===== src/rtl/dcache_req_queue_pkg.sv =====
// Shared types and sizing constants for the ROB-to-dcache request queue.
// The ROB side uses the depth constants to size its credit counter.
package dcache_req_queue_pkg;

    localparam int DCACHE_REQ_QUEUE_DEPTH   = 4;
    localparam int DCACHE_REQ_QUEUE_DEPTH_W = 2;

    // Request payload as driven by the ROB; the queue treats it as opaque.
    typedef struct packed {
        logic        we;
        logic [3:0]  be;
        logic [31:0] addr;
        logic [31:0] data;
    } dcache_request_t;

    typedef enum logic [1:0] {
        OCC_EMPTY   = 2'd0,
        OCC_PARTIAL = 2'd1,
        OCC_FULL    = 2'd2
    } occ_state_e;

endpackage


===== src/rtl/sync_fifo_ptrs.sv =====
// Read/write pointers, occupancy count and the EMPTY/PARTIAL/FULL state machine
// for a synchronous FIFO. The caller guarantees push only when not full and pop only when not empty.
module sync_fifo_ptrs
    import dcache_req_queue_pkg::*;
#(
    parameter int DEPTH   = 4,
    parameter int DEPTH_W = 2
) (
    input  logic               clock,
    input  logic               reset,
    input  logic               flush,
    input  logic               push,
    input  logic               pop,
    output logic [DEPTH_W-1:0] wr_ptr,
    output logic [DEPTH_W-1:0] rd_ptr,
    output logic [DEPTH_W:0]   count,
    output logic               empty,
    output logic               full
);

    localparam logic [DEPTH_W:0] COUNT_MAX  = (DEPTH_W+1)'(DEPTH);
    localparam logic [DEPTH_W:0] COUNT_LAST = (DEPTH_W+1)'(DEPTH - 1);

    occ_state_e state, state_next;

    // NOTE: sequential state uses non-blocking assignments so every register
    // samples the pre-edge values regardless of statement order.
    always_ff @(posedge clock or negedge reset) begin
        if (!reset) begin
            wr_ptr <= '0;
            rd_ptr <= '0;
            count  <= '0;
            state  <= OCC_EMPTY;
        end else if (flush) begin
            wr_ptr <= '0;
            rd_ptr <= '0;
            count  <= '0;
            state  <= OCC_EMPTY;
        end else begin
            if (push) wr_ptr <= wr_ptr + DEPTH_W'(1);
            if (pop)  rd_ptr <= rd_ptr + DEPTH_W'(1);
            case ({push, pop})
                2'b10:   count <= count + (DEPTH_W+1)'(1);
                2'b01:   count <= count - (DEPTH_W+1)'(1);
                default: count <= count;
            endcase
            state <= state_next;
        end
    end

    // NOTE: state_next gets a default before the case so no path leaves it
    // unassigned, which would otherwise infer a latch.
    always_comb begin
        state_next = state;
        case (state)
            OCC_EMPTY: begin
                if (push) state_next = OCC_PARTIAL;
            end
            OCC_PARTIAL: begin
                if (push && !pop && count == COUNT_LAST)
                    state_next = OCC_FULL;
                else if (pop && !push && count == (DEPTH_W+1)'(1))
                    state_next = OCC_EMPTY;
            end
            OCC_FULL: begin
                if (pop && !push) state_next = OCC_PARTIAL;
            end
            default: state_next = OCC_EMPTY;
        endcase
    end

    assign empty = (state == OCC_EMPTY);
    assign full  = (state == OCC_FULL) && (count == COUNT_MAX);

endmodule


===== src/rtl/dcache_req_queue.sv =====
// In-order request queue between ROB retirement and the dcache pipeline; flush drops everything.
// Optional DCACHE_REQ_QUEUE_BYPASS_EN lets a request to an empty queue reach the dcache in the same cycle.
module dcache_req_queue
    import dcache_req_queue_pkg::*;
#(
    parameter int DEPTH   = DCACHE_REQ_QUEUE_DEPTH,
    parameter int DEPTH_W = DCACHE_REQ_QUEUE_DEPTH_W
) (
    input  logic               clock,
    input  logic               reset,
    input  logic               flush,
    input  logic               rob_req_valid,
    input  dcache_request_t    rob_req_info,
    output logic               cache_stage_ready,
    output logic               dcache_req_valid,
    output dcache_request_t    dcache_req_info,
    input  logic               dcache_ready,
    output logic               queue_empty,
    output logic               queue_full,
    output logic [DEPTH_W:0]   queue_count
);

    dcache_request_t    storage [DEPTH];
    logic [DEPTH_W-1:0] wr_ptr;
    logic [DEPTH_W-1:0] rd_ptr;
    logic               accept;
    logic               push;
    logic               pop;

    assign cache_stage_ready = !queue_full && !flush;
    assign accept            = rob_req_valid && cache_stage_ready;
    // Flush drops the head even if the dcache is ready; the dcache sees the same exception.
    assign pop               = !queue_empty && dcache_ready && !flush;

`ifdef DCACHE_REQ_QUEUE_BYPASS_EN
    logic bypass_hit;

    assign bypass_hit       = queue_empty && !flush && rob_req_valid;
    assign push             = accept && !(bypass_hit && dcache_ready);
    assign dcache_req_valid = !queue_empty || bypass_hit;
    assign dcache_req_info  = !queue_empty ? storage[rd_ptr]
                            : (bypass_hit ? rob_req_info : '0);
`else
    assign push             = accept;
    assign dcache_req_valid = !queue_empty;
    assign dcache_req_info  = queue_empty ? '0 : storage[rd_ptr];
`endif

    // NOTE: the payload array has no reset; stale entries are never visible
    // because the output mux forces zero while the queue is empty.
    always_ff @(posedge clock) begin
        if (push) storage[wr_ptr] <= rob_req_info;
    end

    sync_fifo_ptrs #(
        .DEPTH   (DEPTH),
        .DEPTH_W (DEPTH_W)
    ) u_ptrs (
        .clock  (clock),
        .reset  (reset),
        .flush  (flush),
        .push   (push),
        .pop    (pop),
        .wr_ptr (wr_ptr),
        .rd_ptr (rd_ptr),
        .count  (queue_count),
        .empty  (queue_empty),
        .full   (queue_full)
    );

endmodule


===== config.mk =====
export PLATFORM = sky130hd
export DESIGN_NAME = dcache_req_queue
export DESIGN_NICKNAME = d
export VERILOG_FILES = /design/src/rtl/dcache_req_queue_pkg.sv /design/src/rtl/sync_fifo_ptrs.sv /design/src/rtl/dcache_req_queue.sv
export SDC_FILE = /design/constraint.sdc
export NUM_CORES = 1
export LEC_CHECK = 0
export ABC_AREA = 1
export CORE_ASPECT_RATIO = 1.4
export CORE_MARGIN = 4
export CORE_UTILIZATION = 50
export CTS_CLUSTER_DIAMETER = 50
export DETAILED_ROUTE_END_ITERATION = 7
export GPL_TIMING_DRIVEN = 0
export PLACE_DENSITY_LB_ADDON = 0.2
export SYNTH_ARGS = -nofsm -noshare
export SYNTH_HDL_FRONTEND = slang
export SYNTH_SLANG_ARGS = --single-unit

===== constraint.sdc =====
create_clock -name clock -period 9.9 [get_ports clock]
set_clock_uncertainty 0.1 [all_clocks]
set_input_delay 2.97 -clock clock [delete_from_list [all_inputs] [get_ports clock]]
set_output_delay 2.97 -clock clock [all_outputs]
set_load 0.02 [all_outputs]

==> impl_metrics.json, run 1 <==
{
  "routed_wirelength_mm": 26.6,
  "clock_tree.htree_level_count": 1,
  "final_cells": 1409,
  "hold_violations": 0,
  "sequentialPowerShare_pct": 47.0,
  "synth.yosys.warnings": 0,
  "gr-total-overflow": 0,
  "timing_max_transition_violations_final": 0,
  "worst_slew_pin_slew_ps": 804,
  "cts_sinks": 285,
  "placement_rows": 64,
  "worstSetupPathType": "input pin to output pin",
  "post-route-min-period_ps": 7390,
  "worst_ep_arrival_time_ps": 4320,
  "drt-initial-drc-count": 463,
  "viasPerCell": 5.30,
  "ant_nets_after_route": 0,
  "synth_area_leaders": "edfxtp_1 (73%), nor2_1 (9.4%), o21ai_1 (4.4%)",
  "critPathLaunchType": "input pin",
  "fin_worst_hold_slack_ps": 480,
  "globalRoute.busiestLayer": "met2",
  "synth_cell_type_count": 23,
  "antenna_found_initial": 1,
  "timing.final.crit_share_pct": 74.6,
  "synth.largest_area_cell": "edfxtp_1",
  "area_delta_synth_final_pct": 26.0,
  "setup_total_negative_slack_ps": 0,
  "via_count_of_the_first_global_routing_pass": 7535,
  "worst_ep_required_time_ps": 6830,
  "synth-edff-count": 276,
  "ys_seq_area_share_pct": 75.1,
  "worstPathMaxFanout": 5,
  "report.power.total_mw": 2.93,
  "mappedNetlistNets": 988,
  "grt.met2_usage_pct": 37.5,
  "initial_core_utilization_pct": 51.3,
  "share_of_synthesized_flip_flops_with_an_asynchronous_set_or_reset_pct": 3.16,
  "share_of_cells_above_drive_strength_1_pct": 8.28,
  "net-switching-power_mw": 0.784,
  "cts-resized-gates": 0,
  "drt_first_pass_iters": 5,
  "run_status": "complete, no violations",
  "total_leakage_power_nw": 4.95,
  "max_clock_freq_ghz": 0.135,
  "gp_congestion": 0.802,
  "int_pwr_mw": 2.15,
  "fp.dieW_um": 135,
  "clockPowerShare_pct": 32.9,
  "grt_max_degree": 28,
  "finalSetupViolCount": 0,
  "yosys_register_bits": 285,
  "use_met3_pct": 2.61,
  "clk_path_buf_depth": 3,
  "routed_wire_length_per_instance_um": 18.9,
  "dieHeight_um": 186,
  "tritoncts": "yes",
  "grt_first_pass_wirelength_mm": 40.5,
  "p_comb_share_pct": 20.1,
  "place_hpwl_mm": 17.1,
  "post_synth_instance_area_um2": 11300,
  "drv.max_cap_violation_count": 0,
  "rsz0062_at_grt": "no",
  "standard_cell_core_area_um2": 22100,
  "post-route-drc-count": 0,
  "worst_skew_pair.late_latency_ps": 530,
  "grt_usage_pct": 20.9,
  "cts.clk_slew.worst_paths_ps": 60,
  "synth_top_area_share_pct": 73.1,
  "gr-usage-met1_pct": 26.6,
  "detailroute.via_count": 7464,
  "die-area_um2": 25200,
  "ctsHoldBuffers": 0,
  "max-vdd-ir-drop_uv": 183,
  "p_per_cell_area_nw_per_um2": 205,
  "synthCells": 905,
  "rrSetupSlack_ps": 7060,
  "worst_setup_path_end_kind": "output pin",
  "power_switching_share_pct": 26.7,
  "placement.io_buffers": 149,
  "ctsRootBufferMaster": "clkbuf_16",
  "post-cts-setup-buffers": 0,
  "dpl.cell_count": 1361,
  "postSynthAreaPerCell_um2": 12.5,
  "worst_slew_margin_rel_pct": 46.3,
  "floorplan.io_pins": 150,
  "cts_inserted_buffers": 27,
  "hold_path.class": "flop to flop",
  "design.final.nets": 1176,
  "main_synth_ff_type": "edfxtp_1"
}
## cell type report
| class | instances | area, um2 |
|---|---|---|
| clock buffer | 34 | 702 |
| tap | 297 | 372 |
| timing repair buffer | 159 | 1730 |
| clock inverter | 13 | 115 |
| fill | 1712 | 7810 |
| multi-input combinational | 544 | 2470 |
| sequential | 285 | 8510 |
| inverter | 21 | 78.8 |
| buffer | 55 | 313 |
| antenna | 1 | 2.50 |
## metal layers
metal  routed length (um)  up-vias
met5                    0        -
met4                  728        0
met3                 1410       59
met2                13800      232
met1                10600     3605
li1                     -     3568
## power by group through the flow
stage | registers [mW] | clock network [mW] | logic, mW
floorplan | 1.41 | 0 | 0.302
global placement | 1.41 | 0 | 0.574
detailed placement | 1.41 | 0 | 0.593
CTS | 1.38 | 0.979 | 0.596
global route | 1.38 | 1.03 | 0.637
finish | 1.38 | 0.966 | 0.589
## flip-flops by register name, indices dropped and copies added (netlist names)
register       cells
storage          276
u_ptrs.count       3
u_ptrs.rd_ptr      2
u_ptrs.state       2
u_ptrs.wr_ptr      2
## Yosys cell counts, types with 2 or more instances
| cell | count |
|---|---|
| buf_4 | 13 |
| a21oi_1 | 71 |
| dfrtp_1 | 9 |
| inv_2 | 4 |
| nand2_2 | 3 |
| clkbuf_2 | 9 |
| nand2_1 | 18 |
| inv_1 | 17 |
| nand3_1 | 9 |
| o21ai_1 | 99 |
| nand3_2 | 2 |
| clkbuf_1 | 21 |
| edfxtp_1 | 276 |
| nor3_1 | 2 |
| buf_2 | 7 |
| ha_1 | 9 |
| nor2_1 | 283 |
| buf_6 | 5 |
| o21ai_0 | 44 |
## worst max-delay path, stage by stage
cell and delay [ps]:
clkdlybuf4s50_1 510, nor2_1 210, clkdlybuf4s50_1 630
## path summary, 6_finish.rpt
path / startpoint / endpoint / cells past startpoint
max in group asynchronous: reset / u_ptrs.state[1]$_DFFE_PN0P_ / 1
min reg2reg: u_ptrs.wr_ptr[0]$_DFFE_PN0P_ / u_ptrs.wr_ptr[0]$_DFFE_PN0P_ / 1
min: u_ptrs.wr_ptr[0]$_DFFE_PN0P_ / u_ptrs.wr_ptr[0]$_DFFE_PN0P_ / 1
max: flush / cache_stage_ready / 3
max reg2reg: u_ptrs.count[0]$_DFFE_PN0P_ / storage[2][39]$_DFFE_PP_ / 10
min in group asynchronous: reset / u_ptrs.count[2]$_DFFE_PN0P_ / 1
## layout by cell type (no fill, tap or decap)
cell type and count:
buf_6 5, xor2_1 1, clkinv_1 6, bufinv_16 2, ha_1 9, nor2_4 4
buf_12 5, clkinv_2 3, o21ai_1 99, buf_2 7, nand3_2 2, clkbuf_16 27
nand4_1 1, nand2_1 18, buf_4 13, clkdlybuf4s50_1 149, inv_1 17, clkbuf_2 9
nand2_2 3, nand3_1 9, edfxtp_1 276, nand3b_1 1, dfrtp_1 9, clkbuf_1 28
diode_2 1, nor2_1 279, buf_16 5, a21oi_1 71, inv_6 2, o21ai_0 44
nor2_2 1, nor3_1 2, inv_2 4
## metrics by stage
step | setup slack, ps | cell area [um2] | util (%)
floorplan | 3110 | 11300 | -
global placement | 151 | 13200 | 59.7
detailed placement | 2510 | 13500 | 61.0
CTS | 2510 | 14300 | 64.7
global route | 2440 | 14300 | 64.7
finish | 2510 | 14300 | 64.7
## cell families after synthesis
kind of cell               after synthesis  synth area share [%]
adders and majority gates                9                 0.993
AOI/OAI and AO/OA                      214                  9.44
DFF                                    285                  75.1
xor gates and xnor gates                 1                0.0772
buffers and inverters                   76                  3.45
and+or+nand+nor                        320                  11.0
(Power assumes the default switching activity.)
==> inputs of run 2 (changes only) <==
==> constraint.sdc (replaced) <==
create_clock -name clock -period 7 [get_ports clock]
set_clock_uncertainty 0.1 [all_clocks]
set_input_delay 2.1 -clock clock [delete_from_list [all_inputs] [get_ports clock]]
set_output_delay 2.1 -clock clock [all_outputs]
set_load 0.02 [all_outputs]
==> results of run 2 <==
The final DEF is identical to that of run 1. Status: complete, no violations.
Among the figures that moved: setup slack after placement 2510 ps -> 1350 ps; setup slack after layout 2510 ps -> 1350 ps; register-to-register setup slack 7060 ps -> 4160 ps; total power 2.93 mW -> 4.15 mW; worst IR drop on VDD 183 uV -> 259 uV
==> inputs of run 3 (changes only) <==
==> constraint.sdc (replaced) <==
create_clock -name clock -period 4.6 [get_ports clock]
set_clock_uncertainty 0.1 [all_clocks]
set_input_delay 1.38 -clock clock [delete_from_list [all_inputs] [get_ports clock]]
set_output_delay 1.38 -clock clock [all_outputs]
set_load 0.02 [all_outputs]
==> results of run 3 <==
The final DEF is identical to that of run 1. Status: complete, no violations.
Among the figures that moved: setup slack after placement 2510 ps -> 393 ps; setup slack after layout 2510 ps -> 392 ps; register-to-register setup slack 7060 ps -> 1760 ps; total power 2.93 mW -> 6.32 mW; worst IR drop on VDD 183 uV -> 394 uV
